<file path="config.mk">
export PLATFORM = sky130hd
export DESIGN_NAME = uart_rx_controller
export DESIGN_NICKNAME = d
export VERILOG_FILES = /design/src/rtl/uart_rx_pkg.sv /design/src/rtl/uart_rx_edge_bit_counter.sv /design/src/rtl/uart_rx_controller.sv
export SDC_FILE = /design/constraint.sdc
export NUM_CORES = 1
export LEC_CHECK = 0
export BUFFER_PORTS_ARGS = -buffer_cell sky130_fd_sc_hd__buf_2
export CORE_MARGIN = 5
export CORE_UTILIZATION = 50
export DETAILED_ROUTE_END_ITERATION = 6
export GPL_TIMING_DRIVEN = 0
export PLACE_DENSITY = 0.74
export SYNTH_ARGS = -nofsm -noshare
export SYNTH_HDL_FRONTEND = slang
export SYNTH_SLANG_ARGS = --single-unit
</file>
<file path="constraint.sdc">
create_clock -name clk_based_on_prescale -period 2.6 [get_ports clk_based_on_prescale]
set_clock_uncertainty 0.2 [all_clocks]
set_input_delay 0.13 -clock clk_based_on_prescale [delete_from_list [all_inputs] [get_ports clk_based_on_prescale]]
set_output_delay 0.13 -clock clk_based_on_prescale [all_outputs]
set_load 0.1 [all_outputs]
</file>
<file path="src/rtl/uart_rx_pkg.sv">
// Shared types and constants for the UART receive path.
// Used by uart_rx_controller and uart_rx_edge_bit_counter.
package uart_rx_pkg;

    localparam int PRESCALE_W = 6;

    localparam logic PAR_EVEN = 1'b0;
    localparam logic PAR_ODD  = 1'b1;

    typedef enum logic [2:0] {
        ST_IDLE,
        ST_START,
        ST_DATA,
        ST_PARITY,
        ST_STOP
    } rx_state_e;

    // Per-frame configuration, captured while idle and frozen until the frame ends
    typedef struct packed {
        logic                  par_en;
        logic                  par_typ;
        logic [PRESCALE_W-1:0] prescale;
    } rx_cfg_t;

    // Parity bit the transmitter should have sent for a payload whose XOR-reduction is data_xor
    function automatic logic exp_parity(input logic data_xor, input logic par_typ);
        return (par_typ == PAR_ODD) ? ~data_xor : data_xor;
    endfunction

endpackage

</file>
<file path="src/rtl/uart_rx_edge_bit_counter.sv">
// Oversample edge counter and data-bit counter for the UART receiver.
// bit_end marks the last oversample cycle of the current bit.
module uart_rx_edge_bit_counter
    import uart_rx_pkg::*;
#(
    parameter int DATA_W = 8
) (
    input  logic                  clk,
    input  logic                  rst_n,
    input  logic                  cnt_en,
    input  logic                  cnt_clear,
    input  logic                  bit_inc,
    input  logic [PRESCALE_W-1:0] prescale,
    output logic [PRESCALE_W-1:0] edge_count,
    output logic                  bit_end,
    output logic                  last_bit
);

    localparam int BIT_W = (DATA_W > 1) ? $clog2(DATA_W) : 1;

    logic [BIT_W-1:0] bit_count;

    assign bit_end  = cnt_en && (edge_count == prescale - PRESCALE_W'(1));
    assign last_bit = (bit_count == BIT_W'(DATA_W - 1));

    // Parked at zero while idle so a new start bit always begins at index 0
    always_ff @(posedge clk or negedge rst_n) begin
        if (!rst_n)
            edge_count <= '0;
        else if (cnt_clear || !cnt_en || bit_end)
            edge_count <= '0;
        else
            edge_count <= edge_count + PRESCALE_W'(1);
    end

    always_ff @(posedge clk or negedge rst_n) begin
        if (!rst_n)
            bit_count <= '0;
        else if (cnt_clear)
            bit_count <= '0;
        else if (bit_inc)
            bit_count <= bit_count + BIT_W'(1);
    end

endmodule

</file>
<file path="src/rtl/uart_rx_controller.sv">
// UART receive sequencer: start detect, LSB-first deserialize, parity and stop checks.
// Optional build macro UART_RX_START_GLITCH_EN aborts frames whose start bit samples high.
module uart_rx_controller
    import uart_rx_pkg::*;
#(
    parameter int DATA_W = 8
) (
    input  logic                  clk_based_on_prescale,
    input  logic                  rst_n,
    input  logic                  RX_IN,
    input  logic [PRESCALE_W-1:0] prescale,
    input  logic                  PAR_EN,
    input  logic                  PAR_TYP,
    input  logic                  sampled_data,
    output logic                  data_sampler_enable,
    output logic [PRESCALE_W-1:0] edge_count,
    output logic [DATA_W-1:0]     P_DATA,
    output logic                  data_valid,
    output logic                  parity_error,
    output logic                  stop_error
);

    rx_state_e         state, state_nxt;
    rx_cfg_t           cfg_q;
    logic [DATA_W-1:0] shift_q, shift_nxt;
    logic [DATA_W-1:0] p_data_nxt;
    logic              dv_nxt, perr_nxt, serr_nxt;
    logic              start_det, bit_end, last_bit;

    assign start_det = (state == ST_IDLE) && !RX_IN;

    uart_rx_edge_bit_counter #(
        .DATA_W (DATA_W)
    ) u_cnt (
        .clk        (clk_based_on_prescale),
        .rst_n      (rst_n),
        .cnt_en     (state != ST_IDLE),
        .cnt_clear  (start_det),
        .bit_inc    ((state == ST_DATA) && bit_end),
        .prescale   (cfg_q.prescale),
        .edge_count (edge_count),
        .bit_end    (bit_end),
        .last_bit   (last_bit)
    );

    // Config only follows the pins while idle; the edge that detects a start latches the frame's values
    always_ff @(posedge clk_based_on_prescale or negedge rst_n) begin
        if (!rst_n)
            cfg_q <= '0;
        else if (state == ST_IDLE)
            cfg_q <= '{par_en: PAR_EN, par_typ: PAR_TYP, prescale: prescale};
    end

    always_ff @(posedge clk_based_on_prescale or negedge rst_n) begin
        if (!rst_n)
            state <= ST_IDLE;
        else
            state <= state_nxt;
    end

    always_comb begin
        state_nxt = state;
        case (state)
            ST_IDLE:   if (!RX_IN) state_nxt = ST_START;
`ifdef UART_RX_START_GLITCH_EN
            ST_START:  if (bit_end) state_nxt = sampled_data ? ST_IDLE : ST_DATA;
`else
            ST_START:  if (bit_end) state_nxt = ST_DATA;
`endif
            ST_DATA:   if (bit_end && last_bit) state_nxt = cfg_q.par_en ? ST_PARITY : ST_STOP;
            ST_PARITY: if (bit_end) state_nxt = ST_STOP;
            ST_STOP:   if (bit_end) state_nxt = ST_IDLE;
            default:   state_nxt = ST_IDLE;
        endcase
    end

    always_comb begin
        shift_nxt  = shift_q;
        p_data_nxt = P_DATA;
        dv_nxt     = 1'b0;
        perr_nxt   = parity_error;
        serr_nxt   = stop_error;
        case (state)
            ST_IDLE: begin
                if (!RX_IN) begin
                    perr_nxt = 1'b0;
                    serr_nxt = 1'b0;
                end
            end
            ST_DATA: begin
                if (bit_end)
                    shift_nxt = (shift_q >> 1) | (DATA_W'(sampled_data) << (DATA_W - 1));
            end
            ST_PARITY: begin
                if (bit_end)
                    perr_nxt = (sampled_data != exp_parity(^shift_q, cfg_q.par_typ));
            end
            ST_STOP: begin
                if (bit_end) begin
                    serr_nxt = ~sampled_data;
                    // parity_error is already settled: it was written a full bit earlier
                    if (sampled_data && !parity_error) begin
                        p_data_nxt = shift_q;
                        dv_nxt     = 1'b1;
                    end
                end
            end
            default: ;
        endcase
    end

    always_ff @(posedge clk_based_on_prescale or negedge rst_n) begin
        if (!rst_n) begin
            data_sampler_enable <= 1'b0;
            shift_q             <= '0;
            P_DATA              <= '0;
            data_valid          <= 1'b0;
            parity_error        <= 1'b0;
            stop_error          <= 1'b0;
        end else begin
            data_sampler_enable <= (state_nxt != ST_IDLE);
            shift_q             <= shift_nxt;
            P_DATA              <= p_data_nxt;
            data_valid          <= dv_nxt;
            parity_error        <= perr_nxt;
            stop_error          <= serr_nxt;
        end
    end

endmodule

</file>
---- Word level (Yosys, flattened, before mapping) ----
Cells that the tools add are included.
word-level totals
  register bits after elaboration ......... 40
  memory bits (writable) .................. 0
  latch bits .............................. 0
  memory bits (read-only) ................. 0
  memories ................................ 0
  input bits .............................. 12
cells by class
  order comparisons ....................... 0
  bitwise logic cells ..................... 3
  shift operators ......................... 0
  eq/ne operators ......................... 10
  multiplexer cells ....................... 19
  add/subtract/negate cells ............... 3
  div/mod/pow operators ................... 0
  reductions and logical operators ........ 21
  $mul .................................... 0
operator list
  cell                 number
  $mux 3               8
  $pmux 3 s5           1
  $reduce_and 3->1     3
  $or 7x8->8           1
  $reduce_xor 8->1     1
  $mux 1               7
  $add 6x1->6 const B  1
  $eq 3x2->1 const B   2
  $eq 3x3->1 const B   2
  $eq 6x6->1           1
  $mux 6               1
  $ne 2x2->1 const B   3
  $reduce_bool 2->1    3
  $reduce_bool 3->1    2
  $sub 6x1->6 const B  1
  $logic_and 1x1->1    5
  $pmux 1 s2           2
  $add 3x1->3 const B  1
  $eq 3x1->1 const B   1
  $logic_not 1->1      3
  $logic_not 3->1      1
  $logic_or 1x1->1     2
  $not 1->1            2
  $reduce_and 2->1     1
  $ne 1x1->1           1

---- Logic depth before layout (Yosys ltp) ----
  word-level depth ........................ 7
  gate-level depth with buffers ........... 9
  gate-level depth less buffers ........... 7

---- Cells and area by module ----
From an unflattened synthesis, not the netlist that was laid out.
unflattened totals
  cells, all modules ...................... 171
  area, all modules ....................... 1968.1 µm²
modules (own cells, without submodules)
  module                    seq. area each (µm²)  area each (µm²)  cells each  times used
  uart_rx_controller        775.7                 1347.5           111         1
  uart_rx_edge_bit_counter  225.2                 620.6            60          1

---- Worst setup path after synthesis ----
Ideal clock, no wire load.
  path kind ............................... flip-flop to flip-flop
  from .................................... reg u_cnt.edge_count[4]
  to ...................................... reg P_DATA[0]
  clock period less this slack ............ 2656 ps
  path buffers ............................ 0
  setup slack ............................. -56 ps
  data arrival time ....................... 2330 ps
  setup time .............................. 126 ps
  data required time ...................... 2274 ps
  stages on the path, launching flop included .. 6
  cell sequence ........................... dfrtp_1 > xnor2_1 > a31oi_1 > a31oi_2 > nand4_2 > mux2_2
on the way
  longest elaborated chain between the ends .. 3
ends and longest elaborated chain
  item                               line                            source
  start, declared                    uart_rx_edge_bit_counter.sv:14  output logic [PRESCALE_W-1:0] edge_count,
  start signal, assigned             uart_rx_edge_bit_counter.sv:33  edge_count <= edge_count + PRESCALE_W'(1);
  $eq 6x6->1                         uart_rx_edge_bit_counter.sv:23  assign bit_end = cnt_en && (edge_count == prescale - PRESCALE_W'(1));
  $logic_and 1x1->1                  uart_rx_edge_bit_counter.sv:23
  $reduce_and 3->1 (no source line)  n/a
  end signal, assigned               uart_rx_controller.sv:123       P_DATA <= p_data_nxt;
  end, declared                      uart_rx_controller.sv:17        output logic [DATA_W-1:0] P_DATA,
Every way passes these cells.
A chain may end at the register's enable or synchronous reset.

---- Worst setup path after layout ----
  from .................................... reg cfg_q[2] (netlist name)
  to ...................................... reg P_DATA[6]
on the way
  longest elaborated chain between the ends .. 4
ends and longest elaborated chain
  item                               line                            source
  start, declared                    uart_rx_controller.sv:24        rx_cfg_t cfg_q;
  start signal, assigned             uart_rx_controller.sv:51        cfg_q <= '{par_en: PAR_EN, par_typ: PAR_TYP, prescale: prescale};
  $sub 6x1->6                        uart_rx_edge_bit_counter.sv:23
  $eq 6x6->1                         uart_rx_edge_bit_counter.sv:23
  $logic_and 1x1->1                  uart_rx_edge_bit_counter.sv:23
  $reduce_and 3->1 (no source line)  n/a
Every way passes these cells.

==> results.py <==
metrics = {
    "die": {
        "die-area_um2": 5282,
        "start_util_pct": 52.47,
        "ios": 30,
        "die_h_um": 72.68,
        "num_rows": 22,
        "die_x_um": 72.68,
        "core_um2": 3744,
    },
    "sta": {
        "fin_tns_setup_ns": 0,
        "tightest_slew_ns": 1.082,
        "layout_setup_ws_ns": 0.08571,
        "fmax_ghz": 0.3977,
        "period_needed_ns": 2.514,
        "setup_violations": 0,
        "max-slew-margin-rel_pct": 27.32,
        "drv_slew": 0,
        "rsz0062_at_grt": "no",
        "hold_viol_final": 0,
        "finalCritPeriodShare_pct": 96.70,
    },
    "yosys": {
        "synth_edf_count": 0,
        "netlist.area_leader.share_pct": 50.96,
        "syn-cell-area_um2": 1964,
        "syn_inst": 166,
        "ys_types": 37,
        "synth_nets": 182,
        "synth_seq_cells": 40,
        "avgSynthCellArea_um2": 11.83,
        "synthTopCellsByArea": "dfrtp_1, mux2_2, xnor2_1, ha_1, o21ai_0",
        "ys_warn_count": 0,
        "yosysSeqAreaShare_pct": 50.96,
        "synth_top_cell_by_area": "dfrtp_1",
        "synthFlopType": "dfrtp_1",
        "ys_async_sr_fraction_pct": 100.0,
    },
    "global_routing": {
        "overflow": 0,
        "track_usage_pct": 16.31,
        "antenna_found_initial": 0,
        "grt_max_degree": 41,
        "grt_first_pass_wirelength_um": 6755,
        "grt_pass1_vias": 1550,
    },
    "cells_and_area": {
        "final_area_um2": 2446,
        "drive_gt1_share_pct": 34.26,
        "syn2layout_area_growth_pct": 24.52,
        "diodes": 0,
        "nets": 231,
    },
    "power_and_ir_drop": {
        "power.internal_mw": 1.724,
        "pwr-share-seq_pct": 31.4,
        "power_mw": 3.129,
        "peakVddDrop_mv": 1.080,
        "p_leak_nw": 1.142,
        "power_density_nw_per_um2": 1279,
        "p_sw_mw": 1.405,
        "power_frac_clock_pct": 16.9,
        "combinationalPowerShare_pct": 51.7,
        "swShare_pct": 44.91,
    },
    "critical_path": {
        "r2r_slack_ns": 0.09,
        "critPathMaxFanout": 10,
        "worst_path_max_delay_cell": "or4_1",
        "critPathLaunchType": "flip-flop",
        "crit_type": "flip-flop to flip-flop",
        "cp_data_required_time_ns": 2.57,
        "slowest_delay_ns": 0.54,
        "worst_setup_path_end_kind": "flip-flop",
        "arrival_ns": 2.49,
        "cp_cell_sequence": "or4_1, or3_1, and4b_4, buf_6, nand4_4, mux2_2",
    },
    "route": {
        "routed_wl_um": 3849,
        "wire_per_inst_um": 14.58,
        "drc_errors": 0,
        "avgViaCountPerCell": 5.307,
        "antenna_left": 0,
        "dr.first_iter.drc_count": 55,
        "num_vias": 1401,
        "first_pass_iters": 4,
    },
    "placement": {
        "place_congestion": 0.7764,
        "dpl_cell_area_um2": 2175,
        "pre_cts_slack_ns": -0.2067,
        "io_buffers": 29,
        "dp_hpwl_um": 2753,
    },
    "clock_tree": {
        "cts.path.max_buffers": 2,
        "clock_latency_ns": 0.29,
        "cts_tree": "built",
        "htree_num_levels": 2,
        "clkTransAtPathRegs_ns": 0.08,
        "cts.sinks": 40,
        "cts_buffers": 5,
        "root_buffer": "clkbuf_8",
    },
    "worst_hold_path": {
        "hp-class": "input port to async pin",
    },
    "flow_run": {
        "cap_violations": 0,
    },
    "outcome": {
        "status": "completed",
    },
}
==> cell usage in the layout (no fill, tap or decap), types with 3 or more instances in the layout <==
cell           instances
nand2_1                7
xor2_1                 3
xnor2_1               16
o21ai_0                8
dlygate4sd3_1         11
dfrtp_2                4
mux2_2                22
nor2b_1                3
nor3_1                 8
nand3_1                5
ha_1                   4
nand4_1                3
clkbuf_1               4
buf_2                 29
a21oi_1                3
mux2i_1                3
dfrtp_1               36
clkbuf_8               6
inv_1                  4
nor2_1                 5
==> cells in the mapped netlist (2+ instances only) <==
| master | instances |
|---|---|
| or3_1 | 2 |
| nand2_1 | 7 |
| inv_1 | 4 |
| a31oi_1 | 2 |
| mux2_2 | 22 |
| dfrtp_1 | 40 |
| mux2i_1 | 3 |
| clkbuf_1 | 4 |
| buf_6 | 2 |
| o21ai_0 | 9 |
| nand4b_1 | 2 |
| a21oi_1 | 3 |
| nor3_1 | 8 |
| nor2_1 | 5 |
| xnor2_1 | 16 |
| nand2b_1 | 2 |
| xor2_1 | 3 |
| nand4_1 | 3 |
| nand3_1 | 5 |
| nor4_1 | 2 |
| ha_1 | 4 |
| nor2b_1 | 3 |
==> per-layer routing <==
layer | share of wire, % | wire [um] | global-route usage, %
met5 | 0 | 0 | 0
met4 | 1.9 | 73 | 7.787
met3 | 4.1 | 156 | 3.581
met2 | 51 | 1947 | 27.76
met1 | 43 | 1672 | 19.46
==> cells by family after synthesis <==
logic type | synth area share, %
buf+inv | 2.675
flops | 50.96
xor+xnor | 8.471
fa+ha+maj | 2.548
compound gates | 6.369
simple gates | 14.84
mux | 14.14
==> layout make-up <==
cell class	count	area, um^2
clock inverters	2	38.79
clock buffers	6	82.58
fillers	322	1297
inverters	4	15.01
well taps	48	60.06
flip-flops and latches	40	1006
plain buffers	6	37.54
repair buffers	42	270.3
multi-input cells	116	935.9
==> state kept, by name (all words and copies together) (netlist names) <==
register,cells
P_DATA,8
cfg_q,8
shift_q,8
u_cnt.edge_count,6
state,3
u_cnt.bit_count,3
data_sampler_enable,1
data_valid,1
parity_error,1
stop_error,1
==> repair_timing <==
item / 4_1_cts / 5_1_grt
setup buffers: 2 / 0
hold endpoints to repair: 53 / 0
setup endpoints to repair: 17 / 13
resized for setup: 2 / 2
pin swaps: 1 / 0
hold buffers: 11 / 0
==> critical path: cells and delay by family, from the launching register on <==
family,cells,cell delay (ns)
buf+inv,1,0.14
mux,1,0.35
flops,1,0.44
simple gates,4,1.26
==> power groups by stage <==
stage / Sequential (mW) / Combinational, mW / Clock (mW)
after floorplan: 1.33 / 0.861 / 0
after CTS: 0.980 / 1.61 / 0.542
after global routing: 1.01 / 1.75 / 0.576
final: 0.984 / 1.62 / 0.528
after global placement: 0.982 / 1.45 / 0
after detailed placement: 0.991 / 1.50 / 0
==> final timing paths <==
check                               startpoint                  end  cells past startpoint
min in group clk_based_on_prescale   P_DATA[4]            P_DATA[4]                      1
setup reg to reg                      cfg_q[2]            P_DATA[6]                      6
max in group asynchronous                rst_n  u_cnt.edge_count[2]                      2
hold / removal                           rst_n             cfg_q[4]                      2
hold reg to reg                      P_DATA[4]            P_DATA[4]                      1
setup / recovery                      cfg_q[2]            P_DATA[6]                      6
==> metrics by stage <==
step	utilization [%]	hold WS [ns]	std cells
CTS	65.14	0.3054	264
detailed placement	58.09	0.1037	243
global route	65.34	0.3182	264
finish	65.34	0.2900	264
floorplan	-	-0.3656	166
global placement	58.09	0.08989	243
Power figures use the tool's default switching activity.
